$ cat config.mk
export PLATFORM = sky130hd
export DESIGN_NAME = cost_table_flat
export DESIGN_NICKNAME = d
export VERILOG_FILES = /design/src/rtl/jam_pkg.sv /design/src/rtl/cost_table_if.sv /design/src/rtl/cost_rowmin_acc.sv /design/src/rtl/cost_table.sv /design/src/flat_wrapper.sv
export SDC_FILE = /design/constraint.sdc
export NUM_CORES = 1
export LEC_CHECK = 0
export ABC_AREA = 1
export CORE_ASPECT_RATIO = 1.4
export CORE_MARGIN = 8
export CORE_UTILIZATION = 45
export CTS_CLUSTER_DIAMETER = 30
export CTS_CLUSTER_SIZE = 10
export DETAILED_ROUTE_END_ITERATION = 8
export PLACE_DENSITY_LB_ADDON = 0.1
export REMOVE_ABC_BUFFERS = 1
export SYNTH_ARGS = -nofsm -noshare
export SYNTH_HDL_FRONTEND = slang
export SYNTH_HIERARCHICAL = 1
export SYNTH_SLANG_ARGS = --single-unit
$ cat constraint.sdc
create_clock -name CLK -period 1.9 [get_ports CLK]
set_input_delay 0.285 -clock CLK [delete_from_list [all_inputs] [get_ports CLK]]
set_output_delay 0.285 -clock CLK [all_outputs]
set_load 0.02 [all_outputs]
$ cat src/rtl/jam_pkg.sv
// Shared widths and state encoding for the job-assignment cost table.
package jam_pkg;

    localparam int N_WORKERS = 8;
    localparam int COST_W    = 7;
    localparam int TOTAL_W   = 10;
    localparam int IDX_W     = 3;
    localparam int N_ENTRIES = N_WORKERS * N_WORKERS;
    localparam int ADDR_W    = 2 * IDX_W;

    localparam logic [ADDR_W-1:0] LAST_IDX = ADDR_W'(N_ENTRIES - 1);
    localparam logic [IDX_W-1:0]  LAST_COL = IDX_W'(N_WORKERS - 1);
    localparam logic [COST_W-1:0] COST_MAX = '1;

    typedef enum logic [1:0] {
        CT_IDLE  = 2'd0,
        CT_LOAD  = 2'd1,
        CT_READY = 2'd2
    } ct_state_e;

    function automatic logic [COST_W-1:0] min_cost(input logic [COST_W-1:0] a,
                                                   input logic [COST_W-1:0] b);
        return (a < b) ? a : b;
    endfunction

endpackage

$ cat src/rtl/cost_table_if.sv
// Load stream and lookup port of the cost table; master drives, slave is the table.
interface cost_table_if;
    import jam_pkg::*;

    logic                Start;
    logic                LoadValid;
    logic [COST_W-1:0]   LoadData;
    logic                LoadReady;
    logic [IDX_W-1:0]    W;
    logic [IDX_W-1:0]    J;
    logic [COST_W-1:0]   Cost;
    logic                TableReady;
    logic [TOTAL_W-1:0]  RowMinSum;

    modport master (
        output Start, LoadValid, LoadData, W, J,
        input  LoadReady, Cost, TableReady, RowMinSum
    );

    modport slave (
        input  Start, LoadValid, LoadData, W, J,
        output LoadReady, Cost, TableReady, RowMinSum
    );

endinterface

$ cat src/rtl/cost_rowmin_acc.sv
// Running per-row minimum and lower-bound accumulator for the cost table.
// Only compiled when COST_TABLE_ROWMIN_EN is defined.
`ifdef COST_TABLE_ROWMIN_EN
module cost_rowmin_acc
    import jam_pkg::*;
(
    input  logic                CLK,
    input  logic                RST,
    input  logic                clear,
    input  logic                xfer,
    input  logic [IDX_W-1:0]    col,
    input  logic [COST_W-1:0]   data,
    output logic [TOTAL_W-1:0]  sum
);

    logic [COST_W-1:0]  min_q, min_d;
    logic [TOTAL_W-1:0] acc_q, acc_d;
    logic [COST_W-1:0]  row_min;

    always_comb begin
        min_d   = min_q;
        acc_d   = acc_q;
        // Column 0 starts a fresh row, so the stale minimum is dropped.
        row_min = (col == '0) ? data : min_cost(min_q, data);
        if (clear) begin
            min_d = COST_MAX;
            acc_d = '0;
        end else if (xfer) begin
            min_d = row_min;
            if (col == LAST_COL) begin
                acc_d = acc_q + TOTAL_W'(row_min);
            end
        end
    end

    always_ff @(posedge CLK) begin
        if (RST) begin
            min_q <= COST_MAX;
            acc_q <= '0;
        end else begin
            min_q <= min_d;
            acc_q <= acc_d;
        end
    end

    assign sum = acc_q;

endmodule
`endif

$ cat src/rtl/cost_table.sv
// 64-entry worker x job cost table: streamed load, zero-latency lookup.
// Optional row-minimum lower bound under COST_TABLE_ROWMIN_EN.
//
// state    | meaning
// CT_IDLE  | no table loaded since reset
// CT_LOAD  | accepting entries, cnt = next entry index
// CT_READY | all 64 entries loaded, Cost valid
module cost_table
    import jam_pkg::*;
(
    input  logic         CLK,
    input  logic         RST,
    cost_table_if.slave  bus
);

    ct_state_e           state_q, state_d;
    logic [ADDR_W-1:0]   cnt_q, cnt_d;
    logic                table_ready_q, table_ready_d;
    logic [COST_W-1:0]   cost_mem_q [N_ENTRIES];
    logic                load_ready;
    logic                xfer;

    always_comb begin
        state_d    = state_q;
        cnt_d      = cnt_q;
        load_ready = (state_q == CT_LOAD);
        // Start wins over a coincident transfer.
        xfer       = bus.LoadValid && load_ready && !bus.Start;
        unique case (state_q)
            CT_IDLE: begin
                if (bus.Start) begin
                    state_d = CT_LOAD;
                    cnt_d   = '0;
                end
            end
            CT_LOAD: begin
                if (bus.Start) begin
                    cnt_d = '0;
                end else if (xfer) begin
                    cnt_d = cnt_q + ADDR_W'(1);
                    if (cnt_q == LAST_IDX) begin
                        state_d = CT_READY;
                    end
                end
            end
            CT_READY: begin
                if (bus.Start) begin
                    state_d = CT_LOAD;
                    cnt_d   = '0;
                end
            end
            default: begin
                state_d = CT_IDLE;
                cnt_d   = '0;
            end
        endcase
        table_ready_d = (state_d == CT_READY);
    end

    always_ff @(posedge CLK) begin
        if (RST) begin
            state_q       <= CT_IDLE;
            cnt_q         <= '0;
            table_ready_q <= 1'b0;
        end else begin
            state_q       <= state_d;
            cnt_q         <= cnt_d;
            table_ready_q <= table_ready_d;
        end
    end

    // Table storage has no reset; a reset during load must not leave a partial write.
    always_ff @(posedge CLK) begin
        if (xfer && !RST) begin
            cost_mem_q[cnt_q] <= bus.LoadData;
        end
    end

    assign bus.LoadReady  = load_ready;
    assign bus.TableReady = table_ready_q;
    assign bus.Cost       = table_ready_q ? cost_mem_q[{bus.W, bus.J}] : '0;

`ifdef COST_TABLE_ROWMIN_EN
    cost_rowmin_acc u_rowmin (
        .CLK   (CLK),
        .RST   (RST),
        .clear (bus.Start),
        .xfer  (xfer),
        .col   (cnt_q[IDX_W-1:0]),
        .data  (bus.LoadData),
        .sum   (bus.RowMinSum)
    );
`else
    assign bus.RowMinSum = '0;
`endif

endmodule

$ cat src/flat_wrapper.sv
// flat-port wrapper written by rule: the top's interface ports become plain ports
module cost_table_flat import jam_pkg::*;
  (CLK, RST, bus_Start, bus_LoadValid, bus_LoadData, bus_W, bus_J, bus_LoadReady, bus_Cost, bus_TableReady, bus_RowMinSum);
  cost_table_if bus_i ();
  input  logic CLK;
  input  logic RST;
  input wire logic [$bits(bus_i.Start)-1:0] bus_Start;
  input wire logic [$bits(bus_i.LoadValid)-1:0] bus_LoadValid;
  input wire logic [$bits(bus_i.LoadData)-1:0] bus_LoadData;
  input wire logic [$bits(bus_i.W)-1:0] bus_W;
  input wire logic [$bits(bus_i.J)-1:0] bus_J;
  output wire logic [$bits(bus_i.LoadReady)-1:0] bus_LoadReady;
  output wire logic [$bits(bus_i.Cost)-1:0] bus_Cost;
  output wire logic [$bits(bus_i.TableReady)-1:0] bus_TableReady;
  output wire logic [$bits(bus_i.RowMinSum)-1:0] bus_RowMinSum;
  assign bus_i.Start = bus_Start;
  assign bus_i.LoadValid = bus_LoadValid;
  assign bus_i.LoadData = bus_LoadData;
  assign bus_i.W = bus_W;
  assign bus_i.J = bus_J;
  assign bus_LoadReady = bus_i.LoadReady;
  assign bus_Cost = bus_i.Cost;
  assign bus_TableReady = bus_i.TableReady;
  assign bus_RowMinSum = bus_i.RowMinSum;
  cost_table u_core (.CLK(CLK), .RST(RST), .bus(bus_i));
endmodule
==> impl_metrics.prom, run 1 <==
# TYPE chip_impl_metric gauge
chip_impl_metric{name="critPathBufInv",unit=""} 1
chip_impl_metric{name="global_route_wire_length_before_repair",unit="mm"} 79.7
chip_impl_info{name="kind_of_capture_point_of_the_worst_setup_path",value="output port"} 1
chip_impl_info{name="mostFrequentLayoutCells",value="sky130_fd_sc_hd__nand2_1 (546), sky130_fd_sc_hd__edfxtp_1 (448), sky130_fd_sc_hd__nand3_1 (324)"} 1
chip_impl_metric{name="route.layer.met1.wl",unit="mm"} 21.3
chip_impl_metric{name="worstMarginPinSlew",unit="ns"} 0.831
chip_impl_metric{name="numPortBuffers",unit=""} 25
chip_impl_metric{name="cellPowerDensity",unit="mW/mm^2"} 1080
chip_impl_metric{name="antenna_violations_before_repair",unit=""} 0
chip_impl_metric{name="final_period_minus_worst_setup_slack",unit="ns"} 2.19
chip_impl_metric{name="vdd_ir_drop_max",unit="uV"} 824
chip_impl_metric{name="cts_buffers",unit=""} 78
chip_impl_metric{name="routability_congestion",unit=""} 0.883
chip_impl_metric{name="yosys_register_bits",unit=""} 457
chip_impl_metric{name="final_design_area_no_fill",unit="sq mm"} 0.0250
chip_impl_metric{name="final_min_period_over_clock_period",unit="%"} 115
chip_impl_info{name="timing_worst_setup_path_type",value="reg2out"} 1
chip_impl_metric{name="ys_async_sr_fraction",unit="%"} 0
chip_impl_metric{name="clock_sink_count",unit=""} 457
chip_impl_metric{name="initial_utilization",unit="%"} 45.2
chip_impl_metric{name="avgSynthCellArea",unit="sq um"} 11.5
chip_impl_metric{name="die_height",unit="microns"} 259
chip_impl_metric{name="slew_headroom",unit="%"} 44.6
chip_impl_metric{name="maxCapViolations",unit=""} 0
chip_impl_metric{name="die_x",unit="microns"} 189
chip_impl_metric{name="final-max-slew-violation-count",unit=""} 0
chip_impl_info{name="clock-root-buffer",value="sky130_fd_sc_hd__clkbuf_16"} 1
chip_impl_metric{name="synthToLayoutAreaGrowth",unit="%"} 31.9
chip_impl_metric{name="p_int",unit="mW"} 20.9
chip_impl_metric{name="synth_area",unit="sq mm"} 0.0189
chip_impl_metric{name="routed_wire_length_per_instance",unit="microns"} 21.3
chip_impl_metric{name="core",unit="sq mm"} 0.0419
chip_impl_metric{name="hpwl_after_detailed_placement",unit="mm"} 31.9
chip_impl_metric{name="maximum_number_of_pins_on_one_net_before_global_route_repair",unit=""} 65
chip_impl_info{name="outcome",value="finished with violations"} 1
chip_impl_metric{name="max_freq",unit="GHz"} 0.458
chip_impl_info{name="cp_top_family",value="simple AND/OR/NAND/NOR gates"} 1
chip_impl_info{name="dominant_register_cell_in_the_synthesized_netlist",value="sky130_fd_sc_hd__edfxtp_1"} 1
chip_impl_metric{name="worstHoldPathCells",unit=""} 2
chip_impl_metric{name="placed_cells_incl_taps",unit=""} 2326
chip_impl_metric{name="first_global_vias",unit=""} 13367
chip_impl_metric{name="critPathArrivalTime",unit="ns"} 1.90
chip_impl_metric{name="layout.core_utilization",unit="%"} 59.6
chip_impl_info{name="min-delay-path-class",value="in2reg"} 1
chip_impl_metric{name="dr.first_iter.drc_count",unit=""} 1034
chip_impl_metric{name="timing.reg2reg.setup_slack",unit="ns"} 0.06
chip_impl_metric{name="floorplan.die_area",unit="sq mm"} 0.0489
chip_impl_metric{name="sw_frac_of_total",unit="%"} 22.0
chip_impl_metric{name="synth-seq-area-share",unit="%"} 72.1
chip_impl_metric{name="total_switching_power",unit="mW"} 5.91
chip_impl_metric{name="top_level_ports",unit=""} 36
chip_impl_metric{name="share_clk_of_total_power",unit="%"} 52.6
chip_impl_metric{name="placement.cell_area",unit="sq mm"} 0.0211
chip_impl_info{name="failed_checks",value="negative setup slack"} 1
chip_impl_metric{name="n_antenna_cell",unit=""} 0
chip_impl_metric{name="vias",unit=""} 13276
chip_impl_metric{name="finish.net_count",unit=""} 1892
chip_impl_metric{name="clk_pin_slew_worst_paths",unit="ns"} 0.05
chip_impl_metric{name="clock_insertion_delay_worst_skew",unit="ns"} 0.59
chip_impl_info{name="worst_r2r_endpoint",value="u_core/cost_mem_q[42][4]"} 1
chip_impl_info{name="layout.cells.most_common",value="sky130_fd_sc_hd__nand2_1"} 1
chip_impl_metric{name="leakagePower",unit="nW"} 9.34
chip_impl_metric{name="drt-pass1-iter-count",unit=""} 5
chip_impl_info{name="tritoncts",value="built"} 1
chip_impl_metric{name="share_seq_of_total_power",unit="%"} 41.3
chip_impl_metric{name="cts-htree-levels",unit=""} 3
chip_impl_metric{name="final-instance-count-excl-fill",unit=""} 2481
chip_impl_info{name="critical_path.reg2reg.startpoint",value="u_core/state_q[1]"} 1
chip_impl_metric{name="setup-violations-final",unit=""} 7
chip_impl_metric{name="grt_ovf",unit=""} 0
chip_impl_metric{name="smallest_hold_slack",unit="ns"} 0.197
chip_impl_metric{name="antenna_violating_nets_post_route",unit=""} 0
chip_impl_metric{name="yosysWarningCount",unit=""} 6
chip_impl_metric{name="cp_slowest_stage_delay",unit="ns"} 0.32
chip_impl_metric{name="count_of_standard_cell_rows",unit=""} 89
chip_impl_info{name="critPathMostFrequentCell",value="sky130_fd_sc_hd__nand2_1"} 1
chip_impl_metric{name="highest_net_fanout_along_the_worst_path",unit=""} 1
chip_impl_metric{name="route.detailed.vias_per_inst",unit=""} 5.35
chip_impl_metric{name="synth.lib_cells_used.distinct",unit=""} 26
chip_impl_info{name="worstHoldEndpoint",value="u_core/cost_mem_q[5][5]"} 1
chip_impl_metric{name="met2_length",unit="mm"} 28.0
chip_impl_metric{name="post_route_cells_drive_above_1_share",unit="%"} 26.3
chip_impl_metric{name="post-route-worst-setup-slack",unit="ns"} -0.286
chip_impl_metric{name="drc",unit=""} 0
chip_impl_metric{name="crit_required",unit="ns"} 1.62
chip_impl_metric{name="bufs_on_longest_clock_path",unit=""} 3
chip_impl_info{name="crit_path_start_kind",value="flop"} 1
chip_impl_metric{name="finClkSkew",unit="ns"} 0.0162
chip_impl_metric{name="synth_edf_count",unit=""} 448
chip_impl_info{name="grt_setup_unrepaired",value="true"} 1
chip_impl_metric{name="routed_wirelength",unit="mm"} 52.9
chip_impl_metric{name="hold_viol",unit=""} 0
chip_impl_metric{name="r2r.worst_path.cells",unit=""} 11
chip_impl_metric{name="track_usage",unit="%"} 21.5
chip_impl_info{name="timing.critical_path.slowest_stage_cell",value="sky130_fd_sc_hd__edfxtp_1"} 1
chip_impl_metric{name="combPwrFrac",unit="%"} 6.1
chip_impl_metric{name="netlist_instances",unit=""} 1647
chip_impl_metric{name="routed-wl-met3",unit="mm"} 2.29
chip_impl_info{name="routed.top_layer",value="met4"} 1
chip_impl_info{name="crit_path_cell_trace",value="nand2_1 > nand3_1 > nand3_2 > nand2_1 > nand2_1 > nand3_2 > nand3_4 > a21oi_4 > buf_6"} 1
chip_impl_info{name="worst_hold_startpoint",value="bus_LoadData[5]"} 1
-- cells in the mapped netlist (2+ instances only) --
master                     count  area (sq um)
sky130_fd_sc_hd__nand2_1     574          2150
sky130_fd_sc_hd__edfxtp_1    448         13500
sky130_fd_sc_hd__nand3_1     387          1940
sky130_fd_sc_hd__nor2_1       73           274
sky130_fd_sc_hd__buf_2        44           220
sky130_fd_sc_hd__buf_4        24           180
sky130_fd_sc_hd__inv_1        19          71.3
sky130_fd_sc_hd__clkbuf_1     15          56.3
sky130_fd_sc_hd__buf_6        13           146
sky130_fd_sc_hd__a21oi_1      12          60.1
sky130_fd_sc_hd__dfxtp_1       9           180
sky130_fd_sc_hd__buf_1         7          26.3
sky130_fd_sc_hd__nand3_2       4          40.0
sky130_fd_sc_hd__o21ai_0       3          15.0
sky130_fd_sc_hd__a211oi_1      2          15.0
sky130_fd_sc_hd__nor2_2        2          12.5
sky130_fd_sc_hd__nor3_1        2          10.0
-- routing by layer --
metal / GRT usage, % / up-vias
met3: 2.82 / 73
li1: - / 6233
met2: 38.5 / 360
met5: 0 / -
met1: 25.9 / 6610
met4: 8.20 / 0
-- repair_timing --
item                                    4_1_cts  5_1_grt
hold buffers                                  0        0
endpoints found under the setup margin      370      406
pin swaps                                    72       25
resized for setup                           211       60
cloned                                        1        1
buffers inserted                              5        7
-- logic make-up after synthesis --
kind of cell             count (synthesis)  share of synthesized area (%)
AND/OR/NAND/NOR                       1044                           23.5
buffers and inverters                  126                           3.86
AO/OA/AOI/OAI                           18                          0.516
flip-flops                             457                           72.1
adder cells (fa/ha/maj)                  1                         0.0661
other                                    1                         0.0198
-- layout make-up --
cell class | instances | area [sq um]
clock buffer | 92 | 2090
sequential | 457 | 13600
clock inverter | 49 | 587
inverter | 22 | 101
tap | 546 | 683
multi-input combinational | 1073 | 5360
timing repair buffer | 242 | 2500
fill | 3395 | 16900
-- sequential cells by signal (all words and copies together) (netlist names) --
signal and flops:
u_core/cost_mem_q 448, u_core/cnt_q 6, u_core/state_q 2, u_core/bus.TableReady 1
-- worst max-delay path by stage --
stage / start / end / slack [ns] / cells after the start
6_report: u_core/cost_mem_q[49][0] / bus_Cost[0] / -0.29 / 9
5_1_grt: u_core/cost_mem_q[25][6] / bus_Cost[6] / -0.36 / 9
4_1_cts: u_core/cost_mem_q[60][4] / bus_Cost[4] / -0.28 / 9
3_5_place_dp: bus_J[0] / bus_Cost[3] / -1.02 / 13
3_3_place_gp: bus_J[0] / bus_Cost[3] / -1.01 / 13
2_1_floorplan: bus_J[1] / bus_Cost[0] / -0.97 / 8
-- power by group through the flow --
| stage | Clock, mW | Combinational (mW) | Sequential, mW |
|---|---|---|---|
| after floorplan | 0 | 0.532 | 11.3 |
| after global placement | 0 | 1.41 | 11.3 |
| after detailed placement | 0 | 1.43 | 11.3 |
| after CTS | 14.3 | 1.57 | 11.1 |
| after global routing | 14.8 | 1.75 | 11.1 |
| final | 14.1 | 1.63 | 11.1 |
-- through the flow --
stage	TNS [ns]	power (mW)	setup WS, ns
3_5_place_dp	-164.54	12.7	-1.02
4_1_cts	-1.94	27.0	-0.285
2_1_floorplan	-6.75	11.8	-0.971
6_report	-1.85	26.8	-0.286
5_1_grt	-2.74	27.6	-0.363
3_3_place_gp	-168.40	12.7	-1.01
Power figures use the tool's default switching activity.
==> run 2, diff against run 1 <==
--- a/config.mk
+++ b/config.mk
@@ -8,7 +8,7 @@
 export ABC_AREA = 1
 export CORE_ASPECT_RATIO = 1.4
 export CORE_MARGIN = 8
-export CORE_UTILIZATION = 45
+export CORE_UTILIZATION = 30
 export CTS_CLUSTER_DIAMETER = 30
 export CTS_CLUSTER_SIZE = 10
 export DETAILED_ROUTE_END_ITERATION = 8
==> run 2 against run 1 <==
  * The run still ends with negative setup slack left
  * Combinational power increased by 6%
  * Sequential share of layout area decreased by 2.6 points
  * Power increased by 3.2%
  * Utilization decreased by 18 points
  * Via count decreased by 1.3%
  * Clock skew increased by 0.0030 ns
  * Non-clock buffer count decreased by 26
  * Wire length increased by 12%
  * Critical path type is now in2out
  * Largest power group unchanged
  * Highest routed layer unchanged
==> impl_metrics.prom, run 2 (synthesized netlist as in run 1, its figures left out) <==
# TYPE chip_impl_metric gauge
chip_impl_metric{name="hpwl_after_detailed_placement",unit="mm"} 36.5
chip_impl_metric{name="antenna_violations_before_repair",unit=""} 0
chip_impl_metric{name="critPathArrivalTime",unit="ns"} 1.93
chip_impl_metric{name="cts_buffers",unit=""} 82
chip_impl_metric{name="path_length_in_cells_of_the_critical_path",unit=""} 7
chip_impl_metric{name="ctsHoldBuffers",unit=""} 0
chip_impl_info{name="kind_of_capture_point_of_the_worst_setup_path",value="output port"} 1
chip_impl_info{name="cp_top_family",value="buffers and inverters"} 1
chip_impl_info{name="largest-register",value="u_core/cost_mem_q"} 1
chip_impl_info{name="critPathMostFrequentCell",value="sky130_fd_sc_hd__nand3_2"} 1
chip_impl_metric{name="cp_slowest_stage_delay",unit="ns"} 0.50
chip_impl_metric{name="route.detailed.vias_per_inst",unit=""} 4.77
chip_impl_info{name="critical_path.reg2reg.startpoint",value="u_core/state_q[1]"} 1
chip_impl_metric{name="fillCellCount",unit=""} 5976
chip_impl_metric{name="timing.reg2reg.setup_slack",unit="ns"} -0.02
chip_impl_metric{name="count_of_standard_cell_rows",unit=""} 109
chip_impl_metric{name="largest_reg_flops",unit=""} 448
chip_impl_metric{name="post-route-worst-setup-slack",unit="ns"} -0.310
chip_impl_metric{name="routed_wire_length_per_instance",unit="microns"} 21.5
chip_impl_metric{name="clk_pin_slew_worst_paths",unit="ns"} 0.05
chip_impl_info{name="failed_checks",value="negative setup slack"} 1
chip_impl_info{name="timing_worst_setup_path_type",value="in2out"} 1
chip_impl_metric{name="maxCapViolations",unit=""} 0
chip_impl_metric{name="track_usage",unit="%"} 16.1
chip_impl_metric{name="final-max-slew-violation-count",unit=""} 0
chip_impl_info{name="crit_path_start_kind",value="input pin"} 1
chip_impl_metric{name="grt_ovf",unit=""} 0
chip_impl_metric{name="clock_sink_count",unit=""} 457
chip_impl_metric{name="final_min_period_over_clock_period",unit="%"} 116
chip_impl_info{name="outcome",value="finished with violations"} 1
chip_impl_metric{name="slew_headroom",unit="%"} 49.5
chip_impl_metric{name="vdd_ir_drop_max",unit="uV"} 696
chip_impl_metric{name="hold_viol",unit=""} 0
chip_impl_metric{name="leakagePower",unit="nW"} 9.43
chip_impl_metric{name="clock_insertion_delay_worst_skew",unit="ns"} 0.60
chip_impl_metric{name="highest_net_fanout_along_the_worst_path",unit=""} 8
chip_impl_info{name="layout_top_registers",value="u_core/cost_mem_q (448), u_core/cnt_q (6), u_core/state_q (2)"} 1
chip_impl_metric{name="drt-pass1-iter-count",unit=""} 6
chip_impl_metric{name="post_route_cells_drive_above_1_share",unit="%"} 32.5
chip_impl_metric{name="finish.net_count",unit=""} 1870
chip_impl_metric{name="setup-violations-final",unit=""} 52
chip_impl_metric{name="vias",unit=""} 13107
chip_impl_info{name="worst_r2r_endpoint",value="u_core/cost_mem_q[24][0]"} 1
chip_impl_info{name="tritoncts",value="built"} 1
chip_impl_info{name="grt_setup_unrepaired",value="true"} 1
chip_impl_metric{name="dr.first_iter.drc_count",unit=""} 691
chip_impl_metric{name="smallest_hold_slack",unit="ns"} 0.216
chip_impl_metric{name="initial_utilization",unit="%"} 30.2
chip_impl_metric{name="bufs_on_longest_clock_path",unit=""} 3
chip_impl_metric{name="totalNegativeSetupSlack",unit="ns"} -2.37
chip_impl_metric{name="area_taken_by_multi_input_logic_gates",unit="sq mm"} 0.00613
chip_impl_metric{name="n_antenna_cell",unit=""} 0
chip_impl_metric{name="ff_latch_area",unit="sq mm"} 0.0136
chip_impl_info{name="timing.critical_path.slowest_stage_cell",value="sky130_fd_sc_hd__clkdlybuf4s50_1"} 1
chip_impl_metric{name="numPortBuffers",unit=""} 25
chip_impl_metric{name="routability_congestion",unit=""} 0.836
chip_impl_metric{name="max_freq",unit="GHz"} 0.452
chip_impl_metric{name="cts-htree-levels",unit=""} 3
chip_impl_metric{name="cellPowerDensity",unit="mW/mm^2"} 1060
chip_impl_metric{name="final_period_minus_worst_setup_slack",unit="ns"} 2.21
chip_impl_metric{name="fin_total_pwr",unit="mW"} 27.7
chip_impl_metric{name="die_height",unit="microns"} 313
chip_impl_info{name="clock-root-buffer",value="sky130_fd_sc_hd__clkbuf_16"} 1
chip_impl_info{name="critPathLaunch",value="bus_W[1]"} 1
chip_impl_info{name="crit_path_cell_trace",value="clkdlybuf4s50_1 > inv_1 > buf_4 > nand3_2 > nand3_2 > a21oi_4 > buf_6"} 1
chip_impl_info{name="layout.cells.most_common",value="sky130_fd_sc_hd__nand2_1"} 1
chip_impl_metric{name="crit_required",unit="ns"} 1.62
chip_impl_metric{name="core",unit="sq mm"} 0.0627
chip_impl_metric{name="worstMarginPinSlew",unit="ns"} 0.755
chip_impl_info{name="min-delay-path-class",value="in2reg"} 1
chip_impl_metric{name="synthToLayoutAreaGrowth",unit="%"} 38.5
chip_impl_metric{name="routed_wirelength",unit="mm"} 59.2
chip_impl_metric{name="critPathBufInv",unit=""} 4
chip_impl_metric{name="top_level_ports",unit=""} 36
chip_impl_metric{name="first_global_vias",unit=""} 13456
chip_impl_metric{name="r2r.worst_path.cells",unit=""} 12
chip_impl_metric{name="drc",unit=""} 0
chip_impl_metric{name="finClkSkew",unit="ns"} 0.0193
chip_impl_info{name="mostFrequentLayoutCells",value="sky130_fd_sc_hd__nand2_1 (518), sky130_fd_sc_hd__edfxtp_1 (448), sky130_fd_sc_hd__nand3_1 (256)"} 1
chip_impl_metric{name="floorplan.die_area",unit="sq mm"} 0.0715
chip_impl_metric{name="maximum_number_of_pins_on_one_net_before_global_route_repair",unit=""} 65
chip_impl_metric{name="die_x",unit="microns"} 228
chip_impl_metric{name="antenna_violating_nets_post_route",unit=""} 0
chip_impl_info{name="critical_path_end",value="bus_Cost[0]"} 1
chip_impl_metric{name="global_route_wire_length_before_repair",unit="mm"} 86.9
-- run 2: cell count changes in the layout (fill, tap and decap cells not counted), moves of 30 or more --
cell	change
sky130_fd_sc_hd__buf_4	-65
sky130_fd_sc_hd__buf_6	+36
sky130_fd_sc_hd__nand3_2	+56
sky130_fd_sc_hd__nand2_2	+30
sky130_fd_sc_hd__nor2_4	+40
sky130_fd_sc_hd__nand3_1	-68
-- run 2: per-layer routing --
metal | GRT usage, % | share of wire (%) | vias to the layer above
met5 | 0 | 0 | -
met4 | 6.19 | 2.9 | 0
met3 | 2.42 | 3.9 | 92
met2 | 29.0 | 52 | 279
met1 | 19.2 | 41 | 6552
li1 | - | - | 6184
-- run 2: layout make-up --
| cell class | count | share of cell area (%) |
|---|---|---|
| clock buffer | 89 | 8.10 |
| clock inverter | 57 | 2.67 |
| inverter | 22 | 0.401 |
| multi-input combinational | 1073 | 23.4 |
| sequential | 457 | 52.1 |
| tap | 832 | 3.97 |
| timing repair buffer | 216 | 9.37 |
-- run 2: worst min-delay path by stage --
stage	start	end	slack, ns	depth (start not counted)
after floorplan	RST	u_core/bus.TableReady	0.35	1
after global placement	u_core/cnt_q[0]	u_core/cnt_q[0]	0.54	1
after detailed placement	u_core/cnt_q[0]	u_core/cnt_q[0]	0.55	1
after CTS	bus_LoadData[6]	u_core/cost_mem_q[41][6]	0.21	2
after global routing	bus_LoadData[0]	u_core/cost_mem_q[42][0]	0.22	2
final	bus_LoadData[0]	u_core/cost_mem_q[41][0]	0.22	2
-- run 2: timing repair --
item	in CTS	in global routing
pin swaps	65	69
buffers inserted	11	2
resized for setup	282	222
cloned	0	2
setup endpoints to repair	408	450
-- run 2: stage by stage --
step	utilization [%]	cell area (sq um)	cells	setup slack (ns)
after detailed placement	34.0	21300	2588	-0.975
after CTS	40.2	25200	2744	-0.347
after global placement	34.0	21300	2588	-0.947
after global routing	41.8	26200	2746	-0.392
after floorplan	-	18300	1552	-0.971
final	41.8	26200	2746	-0.310
-- run 2: worst reg2reg max path: cells and delay by family (launching register included) --
kind | cells | cell delay, ns
buf+inv | 5 | 0.61
flops | 1 | 0.32
simple gates | 7 | 0.70
-- run 2: power by group --
group          leakage, nW  internal, mW  switching [mW]
Clock                 1.34          9.76            5.14
Combinational         4.00         0.563            1.16
Sequential            4.10          11.1         0.00371
